## config.mk

```make
export PLATFORM = sky130hd
export DESIGN_NAME = sar_ctrl_flat
export DESIGN_NICKNAME = d
export VERILOG_FILES = /design/src/rtl/sar_ctrl_pkg.sv /design/src/rtl/sar_ctrl_if.sv /design/src/rtl/sar_phase_timer.sv /design/src/rtl/sar_ctrl.sv /design/src/flat_wrapper.sv
export SDC_FILE = /design/constraint.sdc
export NUM_CORES = 1
export LEC_CHECK = 0
export ABC_AREA = 1
export CAP_MARGIN = 10
export CORE_MARGIN = 2
export CORE_UTILIZATION = 30
export DETAILED_ROUTE_END_ITERATION = 10
export PLACE_DENSITY = 0.5
export SLEW_MARGIN = 30
export SYNTH_ARGS = -nofsm -noshare
export SYNTH_HDL_FRONTEND = slang
export SYNTH_HIERARCHICAL = 1
export SYNTH_SLANG_ARGS = --single-unit
```

## constraint.sdc

```tcl
create_clock -name clk -period 2.69 [get_ports clk]
set_clock_uncertainty 0.05 [all_clocks]
set_input_delay 0.269 -clock clk [delete_from_list [all_inputs] [get_ports clk]]
set_output_delay 0.269 -clock clk [all_outputs]
set_load 0.005 [all_outputs]
```

## src/rtl/sar_ctrl_pkg.sv

```systemverilog
// Shared types and default timing for the SAR conversion controller.
package sar_ctrl_pkg;

  typedef enum logic [2:0] {
    ST_IDLE,
    ST_WAKE,
    ST_EQ,
    ST_AMP,
    ST_LATCH,
    ST_DONE
  } sar_state_t;

  localparam int DEF_NBIT      = 8;
  localparam int DEF_T_WAKE    = 4;
  localparam int DEF_T_EQ      = 2;
  localparam int DEF_T_AMP     = 3;
  localparam int DEF_PWDN_IDLE = 1;

  // Width of the phase counter; wide enough for any practical phase length.
  localparam int CNT_W = 16;

  // A phase of N cycles is loaded as N-1 so the timer expires in its last cycle.
  function automatic logic [CNT_W-1:0] phase_load(input int cycles);
    return CNT_W'(cycles - 1);
  endfunction

endpackage

```

## src/rtl/sar_ctrl_if.sv

```systemverilog
// Handshake and analog-control bundle between the SAR controller and its user.
interface sar_ctrl_if #(
  parameter int NBIT = 8
);

  logic            start;
  logic            abort;
  logic            comp;
  logic            pwdn;
  logic            eq;
  logic            latch;
  logic [NBIT-1:0] dac_code;
  logic [NBIT-1:0] dout;
  logic            busy;
  logic            done;

  modport master (
    output start, abort, comp,
    input  pwdn, eq, latch, dac_code, dout, busy, done
  );

  modport slave (
    input  start, abort, comp,
    output pwdn, eq, latch, dac_code, dout, busy, done
  );

endinterface

```

## src/rtl/sar_phase_timer.sv

```systemverilog
// Down-counting phase timer: load a value, count to zero, flag expiry.
module sar_phase_timer
  import sar_ctrl_pkg::*;
(
  input  logic             clk,
  input  logic             rst,
  input  logic             load,
  input  logic [CNT_W-1:0] load_val,
  output logic             expired
);

  logic [CNT_W-1:0] count;

  // Load takes priority; otherwise count down and rest at zero.
  always_ff @(posedge clk or posedge rst) begin
    if (rst) begin
      count <= '0;
    end else if (load) begin
      count <= load_val;
    end else if (count != '0) begin
      count <= count - CNT_W'(1);
    end
  end

  assign expired = (count == '0);

endmodule

```

## src/rtl/sar_ctrl.sv

```systemverilog
// Successive-approximation controller: sequences preamp power, equalize,
// amplify and latch phases per bit and builds the result MSB first.
module sar_ctrl
  import sar_ctrl_pkg::*;
#(
  parameter int NBIT      = DEF_NBIT,
  parameter int T_WAKE    = DEF_T_WAKE,
  parameter int T_EQ      = DEF_T_EQ,
  parameter int T_AMP     = DEF_T_AMP,
  parameter int PWDN_IDLE = DEF_PWDN_IDLE
) (
  input  logic     clk,
  input  logic     rst,
  sar_ctrl_if.slave bus
);

  localparam int              IDX_W    = (NBIT > 1) ? $clog2(NBIT) : 1;
  localparam logic            PWDN_LVL = (PWDN_IDLE != 0);
  localparam logic [NBIT-1:0] MSB_CODE = {1'b1, {(NBIT-1){1'b0}}};

  sar_state_t       state;
  logic [IDX_W-1:0] idx;
  logic [NBIT-1:0]  dac_code;
  logic [NBIT-1:0]  dout;
  logic [NBIT-1:0]  next_code;
  logic             pwdn;
  logic             eq;
  logic             latch;
  logic             busy;
  logic             done;
  logic             tmr_load;
  logic [CNT_W-1:0] tmr_val;
  logic             tmr_expired;

  sar_phase_timer u_timer (
    .clk      (clk),
    .rst      (rst),
    .load     (tmr_load),
    .load_val (tmr_val),
    .expired  (tmr_expired)
  );

  // Trial update at the latch: drop the current bit on comp=0, then try the next one.
  always_comb begin
    next_code = dac_code;
    if (!bus.comp) begin
      next_code[idx] = 1'b0;
    end
    if (idx != '0) begin
      next_code[idx - IDX_W'(1)] = 1'b1;
    end
  end

  // Reload the phase timer on every transition into a timed phase.
  always_comb begin
    tmr_load = 1'b0;
    tmr_val  = '0;
    case (state)
      ST_IDLE: begin
        if (bus.start) begin
          tmr_load = 1'b1;
          tmr_val  = phase_load(T_WAKE);
        end
      end
      ST_WAKE: begin
        if (tmr_expired) begin
          tmr_load = 1'b1;
          tmr_val  = phase_load(T_EQ);
        end
      end
      ST_EQ: begin
        if (tmr_expired) begin
          tmr_load = 1'b1;
          tmr_val  = phase_load(T_AMP);
        end
      end
      ST_LATCH: begin
        if (idx != '0) begin
          tmr_load = 1'b1;
          tmr_val  = phase_load(T_EQ);
        end
      end
      default: begin
        tmr_load = 1'b0;
      end
    endcase
    if (state != ST_IDLE && bus.abort) begin
      tmr_load = 1'b1;
      tmr_val  = '0;
    end
  end

  // Main FSM; every output is registered and set on entry to the state that owns it.
  always_ff @(posedge clk or posedge rst) begin
    if (rst) begin
      state    <= ST_IDLE;
      idx      <= '0;
      dac_code <= '0;
      dout     <= '0;
      pwdn     <= 1'b1;
      eq       <= 1'b0;
      latch    <= 1'b0;
      busy     <= 1'b0;
      done     <= 1'b0;
    end else begin
      eq    <= 1'b0;
      latch <= 1'b0;
      done  <= 1'b0;
      if (state != ST_IDLE && bus.abort) begin
        state    <= ST_IDLE;
        idx      <= '0;
        dac_code <= '0;
        pwdn     <= PWDN_LVL;
        busy     <= 1'b0;
      end else begin
        case (state)
          ST_IDLE: begin
            pwdn <= PWDN_LVL;
            if (bus.start) begin
              state    <= ST_WAKE;
              idx      <= IDX_W'(NBIT - 1);
              dac_code <= MSB_CODE;
              pwdn     <= 1'b0;
              busy     <= 1'b1;
            end
          end
          ST_WAKE: begin
            if (tmr_expired) begin
              state <= ST_EQ;
              eq    <= 1'b1;
            end
          end
          ST_EQ: begin
            if (tmr_expired) begin
              state <= ST_AMP;
            end else begin
              eq <= 1'b1;
            end
          end
          ST_AMP: begin
            if (tmr_expired) begin
              state <= ST_LATCH;
              latch <= 1'b1;
            end
          end
          ST_LATCH: begin
            dac_code <= next_code;
            if (idx != '0) begin
              idx   <= idx - IDX_W'(1);
              state <= ST_EQ;
              eq    <= 1'b1;
            end else begin
              state <= ST_DONE;
              dout  <= next_code;
              done  <= 1'b1;
              busy  <= 1'b0;
            end
          end
          ST_DONE: begin
            state <= ST_IDLE;
            pwdn  <= PWDN_LVL;
          end
          default: begin
            state <= ST_IDLE;
          end
        endcase
      end
    end
  end

  assign bus.pwdn     = pwdn;
  assign bus.eq       = eq;
  assign bus.latch    = latch;
  assign bus.dac_code = dac_code;
  assign bus.dout     = dout;
  assign bus.busy     = busy;
  assign bus.done     = done;

endmodule
```

## src/flat_wrapper.sv

```systemverilog
// flat-port wrapper written by rule: the top's interface ports become plain ports
module sar_ctrl_flat import sar_ctrl_pkg::*;
#(
  parameter int NBIT      = DEF_NBIT,
  parameter int T_WAKE    = DEF_T_WAKE,
  parameter int T_EQ      = DEF_T_EQ,
  parameter int T_AMP     = DEF_T_AMP,
  parameter int PWDN_IDLE = DEF_PWDN_IDLE
)
  (clk, rst, bus_start, bus_abort, bus_comp, bus_pwdn, bus_eq, bus_latch, bus_dac_code, bus_dout, bus_busy, bus_done);
  sar_ctrl_if #(.NBIT(NBIT)) bus_i ();
  input  logic clk;
  input  logic rst;
  input wire logic [$bits(bus_i.start)-1:0] bus_start;
  input wire logic [$bits(bus_i.abort)-1:0] bus_abort;
  input wire logic [$bits(bus_i.comp)-1:0] bus_comp;
  output wire logic [$bits(bus_i.pwdn)-1:0] bus_pwdn;
  output wire logic [$bits(bus_i.eq)-1:0] bus_eq;
  output wire logic [$bits(bus_i.latch)-1:0] bus_latch;
  output wire logic [$bits(bus_i.dac_code)-1:0] bus_dac_code;
  output wire logic [$bits(bus_i.dout)-1:0] bus_dout;
  output wire logic [$bits(bus_i.busy)-1:0] bus_busy;
  output wire logic [$bits(bus_i.done)-1:0] bus_done;
  assign bus_i.start = bus_start;
  assign bus_i.abort = bus_abort;
  assign bus_i.comp = bus_comp;
  assign bus_pwdn = bus_i.pwdn;
  assign bus_eq = bus_i.eq;
  assign bus_latch = bus_i.latch;
  assign bus_dac_code = bus_i.dac_code;
  assign bus_dout = bus_i.dout;
  assign bus_busy = bus_i.busy;
  assign bus_done = bus_i.done;
  sar_ctrl #(.NBIT(NBIT), .T_WAKE(T_WAKE), .T_EQ(T_EQ), .T_AMP(T_AMP), .PWDN_IDLE(PWDN_IDLE)) u_core (.clk(clk), .rst(rst), .bus(bus_i));
endmodule
```

Word-level counts from Yosys, hierarchy flattened:

Cells that the tools add are included.

* bits of input ports: 5
* bits in registers: 43

* muxes and demuxes: 48
* add/subtract/negate cells: 2
* eq/ne operators: 11
* order comparisons: 4
* reductions and logical operators: 17
* bitwise operators: 5

Operators with widths (count)
* one-hot mux 16 bit (4 select lines): 1
* 2-to-1 mux 16 bit: 3
* 2-to-1 mux 8 bit: 4
* 2-to-1 mux 3 bit: 9
* 2-to-1 mux 1 bit: 20
* zero test 16 bit: 1
* one-hot mux 8 bit (2 select lines): 1
* nonzero test 16 bit: 1
* subtractor 16 x 1 -> 16 bit (second input constant): 1
* one-hot mux 3 bit (5 select lines): 1
* != test 3 x 1 -> 1 bit (second input constant): 4
* nonzero test 3 bit: 4
* AND reduction 3 bit: 3
* AND 8 bit: 1
* < comparator 3 x 4 -> 1 bit (second input constant): 2
* inverter 8 bit: 1
* bitwise OR 8 bit: 1
* demux 1 bit (select 3 bit): 2
* == test 3 x 2 -> 1 bit (second input constant): 2
* == test 3 bit (second input constant): 2
* >= comparator 3 x 1 -> 1 bit (second input constant): 2
* one-hot mux 1 bit (3 select lines): 2
* one-hot mux 3 bit (2 select lines): 1
* 2-to-1 mux 2 bit: 2
* 12 further kinds: 16

Longest topological paths before layout:

Gate-level depths: netlist of run 1.

* word-level depth: 11
* depth in mapped cells: 16
* depth with buffers taken out: 15

Cells and area by module:

Netlist of run 1, hierarchy kept.

By module, submodules not included
* sar_ctrl: area each 1511.4 sq um, times used 1, cells an instance 204, seq. area each 676.9 sq um
* sar_phase_timer: area each 1148.6 sq um, times used 1, cells an instance 170, seq. area each 400.4 sq um

Worst setup path before layout of run 1:

No wires, ideal clock.

* path kind: flip-flop to flip-flop
* start: register u_core.u_timer.count[0]
* end: register u_core.u_timer.count[12]
* cell stages (with the launch flop): 16
* setup time: 115 ps
* period minus slack after synthesis: 2274 ps
* setup slack: 416 ps
* arrival time: 2108 ps
* path buffers: 1
* cells stage by stage: dfrtp_1 > inv_1 > ha_1 > nand3_2 > nor2_4 > nand3_4 > inv_1 > nand4_1 > nand3_1 > nor2_1 > nand2_1 > buf_2 > inv_2 > or2_2 > nand2_1 > nor2_1

* cells in the longest elaborated chain, start to end: 5
* elaborated cells on any way between the ends: 9
* classes of those cells: add/sub (1); mux (5); reduce/logical (3)

Ends and longest elaborated chain
* start: declaration: line sar_phase_timer.sv:12 `logic [CNT_W-1:0] count;`
* start signal: assignment: line sar_phase_timer.sv:19 `count <= load_val;`
* start signal: assignment: line sar_phase_timer.sv:21 `count <= count - CNT_W'(1);`
* zero test 16 bit *: line sar_phase_timer.sv:25 `assign expired = (count == '0);`
* named net u_core.tmr_expired: line sar_ctrl.sv:33 `logic tmr_expired;`
* 2-to-1 mux 1 bit *: line sar_ctrl.sv:66, sar_ctrl.sv:72
* one-hot mux 1 bit (3 select lines) *: line sar_ctrl.sv:58 `case (state)`
* 2-to-1 mux 1 bit *: line sar_ctrl.sv:87 `if (state != ST_IDLE && bus.abort) begin`
* named net u_core.tmr_load: line sar_ctrl.sv:31 `logic tmr_load;`
* 2-to-1 mux 16 bit / nonzero test 2 bit (equally long branches)

The timed path passes the listed nets; every way through them passes the cells marked *. The select of a mux whose other input is x is not followed.
A chain may end at the register's enable or synchronous reset.

Final worst setup path of run 1:

* start: register u_core.u_timer.count[0]
* end: register u_core.u_timer.count[9]

The elaborated chain is that of the path after synthesis.

==> metrics.cfg, run 1 <==
[power_and_ir_drop]
total_power_mw=3.15
power_frac_clock=0.138
power.static_leakage_nw=1.65
p_per_area_nw_per_um2=993
netSwitchingFraction=0.477
pwr-share-seq=0.342
p_int_mw=1.65
combPwrFrac=0.520
switchingPower_mw=1.50
ir_drop_uv=322

[clock_network]
numCtsBuffers=5
post-cts-setup-buffer-count=0
cts_tree=yes
clk_pin_slew_ns=0.09
ctsLongestPathBuffers=2
cts_root_buffer=clkbuf_8
cts_resized=0
clock-sinks=43
hold_buffers=0
clk_latency_ns=0.29
h-tree-depth=2

[floorplan]
io-pin-count=26
dieArea_um2=9640
die_w_um=98.2
core.rowCount=34
initial_core_util=0.307
chipHeight_um=98.2
core_area_um2=8680

[sta]
fmax_mhz=407
tns_ns=0
setup_viol=0
period_share=0.912
maxSlewViolCount=0
worst_pin_slew_ns=0.655
hold_viol=0
min_period_ns=2.45
maxSlewHeadroom=0.563
rsz0062_at_grt=no

[finish]
area_growth_pct=19.2
insertedDiodeCount=0
num-fill-cells=948
stdcell_area_um2=3170
final_nets=425
drive_gt1_frac=0.127

[critical_path]
worstSetupPathType=reg -> reg
cp_max_fo=18
ff2ff_setup_slack_ns=0.24
r2r-start=u_core/u_timer/count[0]
r2r_end=u_core/u_timer/count[9]
reg2reg_depth=14
cp_data_arrival_time_ns=2.59
end_kind=flip-flop
critPathLaunchType=flip-flop
critPathRequiredTime_ns=2.83

[place]
place_area_um2=3080
gp_congestion=0.896
dp_hpwl_mm=4.63
numPortBuffers=25

[grt]
overflow=0
antenna_found_initial=0
track_usage=0.132
gr-usage-met3=0.0265
use_met1=0.172
grt.met2_usage=0.230
grt_pass1_vias=2280
grt_pass1_wl_mm=10.6
grt_max_degree=28
grt-busiest-layer=met2

[synthesis]
avgSynthCellArea_um2=7.11
synth.top_cell.area_share=0.395
synth_area_um2=2660
synthTopCellsByCount=nand2_1, dfrtp_1, inv_1, nor2_1, nand3_1
async_reset_ff_frac=1.00
yosysSeqAreaShare=0.405
synth_edf_count=0
ys_ff_latch=43
synth_area_leaders=dfrtp_1, nand2_1, nand3_1
ys_warn_count=6
synth_cells=374
synth_most_common_cell=nand2_1
yosys.area.top_type=dfrtp_1
synthFlopType=dfrtp_1
ys_types=33

[routing]
dr.pass1.iters=4
routedWlPerCell_um=11.6
drt_first_iter_violations=43
vias=2324
drt.antenna.violating_nets=0
finalWirelength_mm=6.09
viasPerCell=4.43
drc_errors=0

[flow_run]
cap_viol_max_count=0

[run_status]
status=finished clean

[hold_path]
hp-class=in -> async

[how the worst max path moves through the flow]
stage / endpoint / depth (start not counted) / slack (ns) / startpoint
4_1_cts: u_core/u_timer/count[12] / 14 / 0.23 / u_core/u_timer/count[0]
3_3_place_gp: u_core/u_timer/count[12] / 14 / 0.33 / u_core/u_timer/count[0]
2_1_floorplan: u_core/u_timer/count[12] / 15 / 0.42 / u_core/u_timer/count[0]
3_5_place_dp: u_core/u_timer/count[12] / 14 / 0.25 / u_core/u_timer/count[0]
5_1_grt: u_core/u_timer/count[12] / 14 / 0.01 / u_core/u_timer/count[0]
6_report: u_core/u_timer/count[9] / 14 / 0.24 / u_core/u_timer/count[0]
[sequential cells by signal, indices dropped and copies added (netlist names)]
signal                cells
u_core/bus.dac_code       8
u_core/bus.done           1
u_core/bus.pwdn           1
u_core/bus.eq             1
u_core/u_timer/count     16
u_core/bus.latch          1
u_core/idx                3
u_core/bus.dout           8
u_core/state              3
u_core/bus.busy           1
[per-layer routing]
| metal | wire length [um] | vias up |
|---|---|---|
| met2 | 2900 | 22 |
| met5 | 0 | - |
| li1 | - | 1238 |
| met3 | 181 | 2 |
| met4 | 40 | 0 |
| met1 | 2970 | 1062 |
[power groups by stage]
stage / combinational, mW / clock, mW / sequential (mW)
2_1_floorplan: 1.29 / 0 / 1.04
3_3_place_gp: 1.65 / 0 / 1.09
5_1_grt: 1.89 / 0.476 / 1.11
4_1_cts: 1.67 / 0.453 / 1.08
3_5_place_dp: 1.67 / 0 / 1.08
6_report: 1.64 / 0.435 / 1.08
[through the flow]
stage / hold slack (ns) / util / setup WS [ns] / std cells
after floorplan: 0.133 / - / 0.416 / 387
after global placement: 0.411 / 0.355 / 0.334 / 518
after detailed placement: 0.414 / 0.355 / 0.248 / 518
after CTS: 0.361 / 0.365 / 0.228 / 525
after global routing: 0.396 / 0.365 / 0.0133 / 525
final: 0.339 / 0.365 / 0.236 / 525
[cells in the final DEF (no fill, tap or decap)]
cell type | netlist | routed
clkinv_2 | 0 | 1
clkbuf_8 | 0 | 6
nand2_2 | 9 | 9
nand2_1 | 151 | 151
o21ai_0 | 23 | 23
dfrtp_1 | 42 | 42
conb_1 | 1 | 14
ha_1 | 3 | 3
nor2_1 | 28 | 28
nor2_2 | 5 | 5
or2_2 | 4 | 4
clkdlybuf4s50_1 | 0 | 25
inv_1 | 31 | 31
buf_4 | 0 | 2
nand3_2 | 1 | 1
o22ai_1 | 1 | 1
nand4_4 | 1 | 1
inv_2 | 8 | 8
o21bai_1 | 2 | 2
xnor2_1 | 2 | 2
nand2_4 | 5 | 5
nand3_1 | 25 | 25
dfstp_2 | 1 | 1
nor3_1 | 1 | 1
nand3_4 | 1 | 1
a21oi_1 | 4 | 4
xor2_1 | 2 | 2
o211ai_1 | 1 | 1
nand3b_1 | 1 | 1
and2_2 | 1 | 1
nor2_4 | 7 | 7
o311ai_0 | 1 | 1
nand4_1 | 3 | 3
o21ai_1 | 4 | 4
inv_6 | 1 | 1
[layout make-up]
| type | instances | area, um2 | area share |
|---|---|---|---|
| Timing Repair Buffer | 27 | 265 | 0.0837 |
| Multi-Input combinational cell | 300 | 1450 | 0.457 |
| Clock inverter | 1 | 5.00 | 0.00158 |
| Sequential cell | 43 | 1080 | 0.340 |
| Clock buffer | 6 | 82.6 | 0.0260 |
| Tap cell | 108 | 135 | 0.0426 |
| Inverter | 40 | 155 | 0.0489 |
[kinds of logic after synthesis]
kind of cell	count (synthesis)	synth area share
fa+ha+maj	3	0.0141
simple gates	243	0.426
flops	43	0.405
buf+inv	44	0.0682
other cells	1	0.00141
xor+xnor	4	0.0132
compound gates	36	0.0724
[critical path, cell delays in order (launching register included)]
cell,delay (ns)
dfrtp_1,0.39
inv_1,0.11
ha_1,0.25
nand3_2,0.15
nor2_4,0.17
nand3_4,0.13
inv_1,0.15
nand4_1,0.14
nand3_1,0.13
nor2_1,0.04
nand2_1,0.09
inv_2,0.14
or2_2,0.30
nand2_1,0.07
nor2_1,0.04
No activity file was read; power rests on OpenSTA's default activity.
==> inputs of run 2 (changes only) <==
CORE_ASPECT_RATIO = 1.4   (was unset)
clock period = 2.55 ns   (was 2.69 ns; I/O delays follow)
==> run 2 against run 1 <==
Compared with the run above:
- clock power grew 74%
- sequential cell count is the same
- sequential share of layout area shrank 1.2 points
- first-iteration DRC count grew to 2.7 times the previous value
- non-clock buffer count grew 3
- largest cell class unchanged
- hold slack lost 0.020 ns
==> metrics.cfg, run 2 (same netlist as run 1, synthesis figures left out) <==
[critical_path]
cp_common_cell=nor2_1
critPathRequiredTime_ns=2.67  ; -0.16 ns
critPathLaunchType=flip-flop
worstSetupPathType=reg -> reg
cpPeakStageDelay_ns=0.37  ; -0.02 ns
end_kind=flip-flop
cp_slowest_cell=dfrtp_1
critPathBufInv=3  ; unchanged
worstPathCellList=inv_1 > ha_2 > nand3_2 > nor2_4 > nand3_4 > inv_2 > nand4_1 > nand3_1 > nor2_1 > nand2_2 > inv_4 > or2_2 > nand2_1 > nor2_1
cp_data_arrival_time_ns=2.49  ; -0.10 ns
cp_max_fo=18  ; unchanged
critPathTopFamily=simple AND/OR/NAND/NOR gates
critPathLaunch=u_core/u_timer/count[0]
r2r-start=u_core/u_timer/count[0]

[clock_network]
cts_root_buffer=clkbuf_16
clock-sinks=43  ; unchanged
numCtsBuffers=5  ; unchanged
clk_pin_slew_ns=0.07  ; -0.02 ns
clk_latency_ns=0.28  ; about the same
ctsLongestPathBuffers=2  ; unchanged
h-tree-depth=2  ; unchanged
cts_tree=yes

[finish]
largest-register=u_core/u_timer/count
insertedDiodeCount=0  ; unchanged
layout_common_cells=nand2_1, dfrtp_1, inv_1
final_common_cell=nand2_1
largest_reg_flops=16  ; unchanged
stdcell_area_um2=3290  ; +3.8%
drive_gt1_frac=0.143  ; +0.0154
final_nets=428  ; +0.71%
reg_top3=u_core/u_timer/count x16, u_core/bus.dac_code x8, u_core/bus.dout x8
area_growth_pct=23.7

[grt]
grt_pass1_wl_mm=11.3  ; +6.9%
track_usage=0.145  ; +0.0125
grt_pass1_vias=2447  ; +7.3%
antenna_found_initial=0  ; unchanged
grt_max_degree=28  ; unchanged
overflow=0  ; unchanged

[place]
pre_cts_ws_ns=0.105  ; -0.143 ns
dp_hpwl_mm=5.04  ; +8.8%
place_area_um2=3090  ; +0.12%
numPortBuffers=25  ; unchanged
gp_congestion=0.854  ; -4.7%

[sta]
setup_viol=0  ; unchanged
fmax_mhz=423  ; +3.7%
rsz0062_at_grt=no
holdWs_ns=0.318  ; -0.0203 ns
tns_ns=0  ; unchanged
maxSlewViolCount=0  ; unchanged
worst_pin_slew_ns=0.659  ; +0.00325 ns
maxSlewHeadroom=0.560  ; -0.00217
min_period_ns=2.37  ; -0.0880 ns
period_share=0.928  ; +0.0156
setup_ws_ns=0.184  ; -0.0520 ns
hold_viol=0  ; unchanged

[floorplan]
core.rowCount=40  ; +18%
chipHeight_um=115  ; +18%
die_w_um=83.6  ; -15%
io-pin-count=26  ; unchanged
core_area_um2=8610  ; -0.81%
dieArea_um2=9650  ; +0.11%
initial_core_util=0.309  ; +0.00249

[power_and_ir_drop]
power.static_leakage_nw=1.70  ; +3.3%
ir_drop_uv=473  ; +47%
netSwitchingFraction=0.450  ; -0.0265
p_int_mw=2.03  ; +24%
combPwrFrac=0.489  ; -0.031
power_frac_clock=0.205  ; +0.067
pwr-share-seq=0.306  ; -0.036
p_per_area_nw_per_um2=1120  ; +13%
switchingPower_mw=1.67  ; +11%

[routing]
vias=2430  ; +4.6%
drt_first_iter_violations=116  ; +170%
viasPerCell=4.62  ; +4.4%
dr.pass1.iters=4  ; unchanged
finalWirelength_mm=6.68  ; +9.8%
routedWlPerCell_um=12.7  ; +9.6%
drc_errors=0  ; unchanged
drt.antenna.violating_nets=0  ; unchanged

[flow_run]
cap_viol_max_count=0  ; unchanged

[run_status]
status=finished clean

[hold_path]
hp-class=in -> async

-- run 2: cell count changes in the layout (fill, tap and decap cells not counted), sizes merged --
cell | previous run | this run
buf | 2 | 5
bufinv | 0 | 1
-- run 2: worst reg2reg max path, stage by stage, from the launching register on --
cell and delay, ns:
dfrtp_1 0.37, inv_1 0.12, ha_2 0.24, nand3_2 0.14, nor2_4 0.17, nand3_4 0.14, inv_2 0.12, nand4_1 0.13
nand3_1 0.13, nor2_1 0.06, nand2_2 0.11, inv_4 0.10, or2_2 0.28, nand2_1 0.06, nor2_1 0.05
-- run 2: final timing paths --
path,endpoint,slack (ns),cells past startpoint
max,u_core/u_timer/count[12],0.18,14
min,u_core/bus.dout[5],0.32,3
max reg2reg,u_core/u_timer/count[12],0.18,14
min reg2reg,u_core/bus.busy,0.43,2
max in group asynchronous,u_core/u_timer/count[13],1.68,2
min in group clk,u_core/bus.busy,0.43,2
-- run 2: per-layer routing --
metal	global-route usage	wire length, um	up-vias
met1	0.160	2790	1130
met3	0.0264	175	11
li1	-	-	1245
met2	0.276	3580	44
met4	0.0516	131	0
met5	0	0	-
-- run 2: timing repair --
item,in CTS,in global routing
endpoints found under the hold margin,0,0
setup endpoints to repair,0,7
hold buffers,0,0
setup buffers,0,2
gates resized for setup,0,7
-- run 2: per-stage QoR --
step | total power [mW] | utilization | cells
after floorplan | 2.45 | - | 387
after global placement | 2.93 | 0.359 | 516
after detailed placement | 2.93 | 0.359 | 516
after CTS | 3.71 | 0.379 | 524
after global routing | 4.05 | 0.382 | 526
final | 3.70 | 0.382 | 526
-- run 2: power groups by stage --
stage | clock network [mW] | logic [mW] | registers (mW)
floorplan | 0 | 1.36 | 1.09
global placement | 0 | 1.78 | 1.15
detailed placement | 0 | 1.78 | 1.14
CTS | 0.786 | 1.79 | 1.14
global route | 0.817 | 2.06 | 1.17
finish | 0.759 | 1.81 | 1.13
-- run 2: cell type report --
| class | instances | area, um2 |
|---|---|---|
| clock inverter | 2 | 35.0 |
| timing repair buffer | 30 | 295 |
| fill | 950 | 5320 |
| clock buffer | 6 | 139 |
| multi-input combinational | 300 | 1460 |
| inverter | 40 | 158 |
| tap | 105 | 131 |
| sequential | 43 | 1080 |
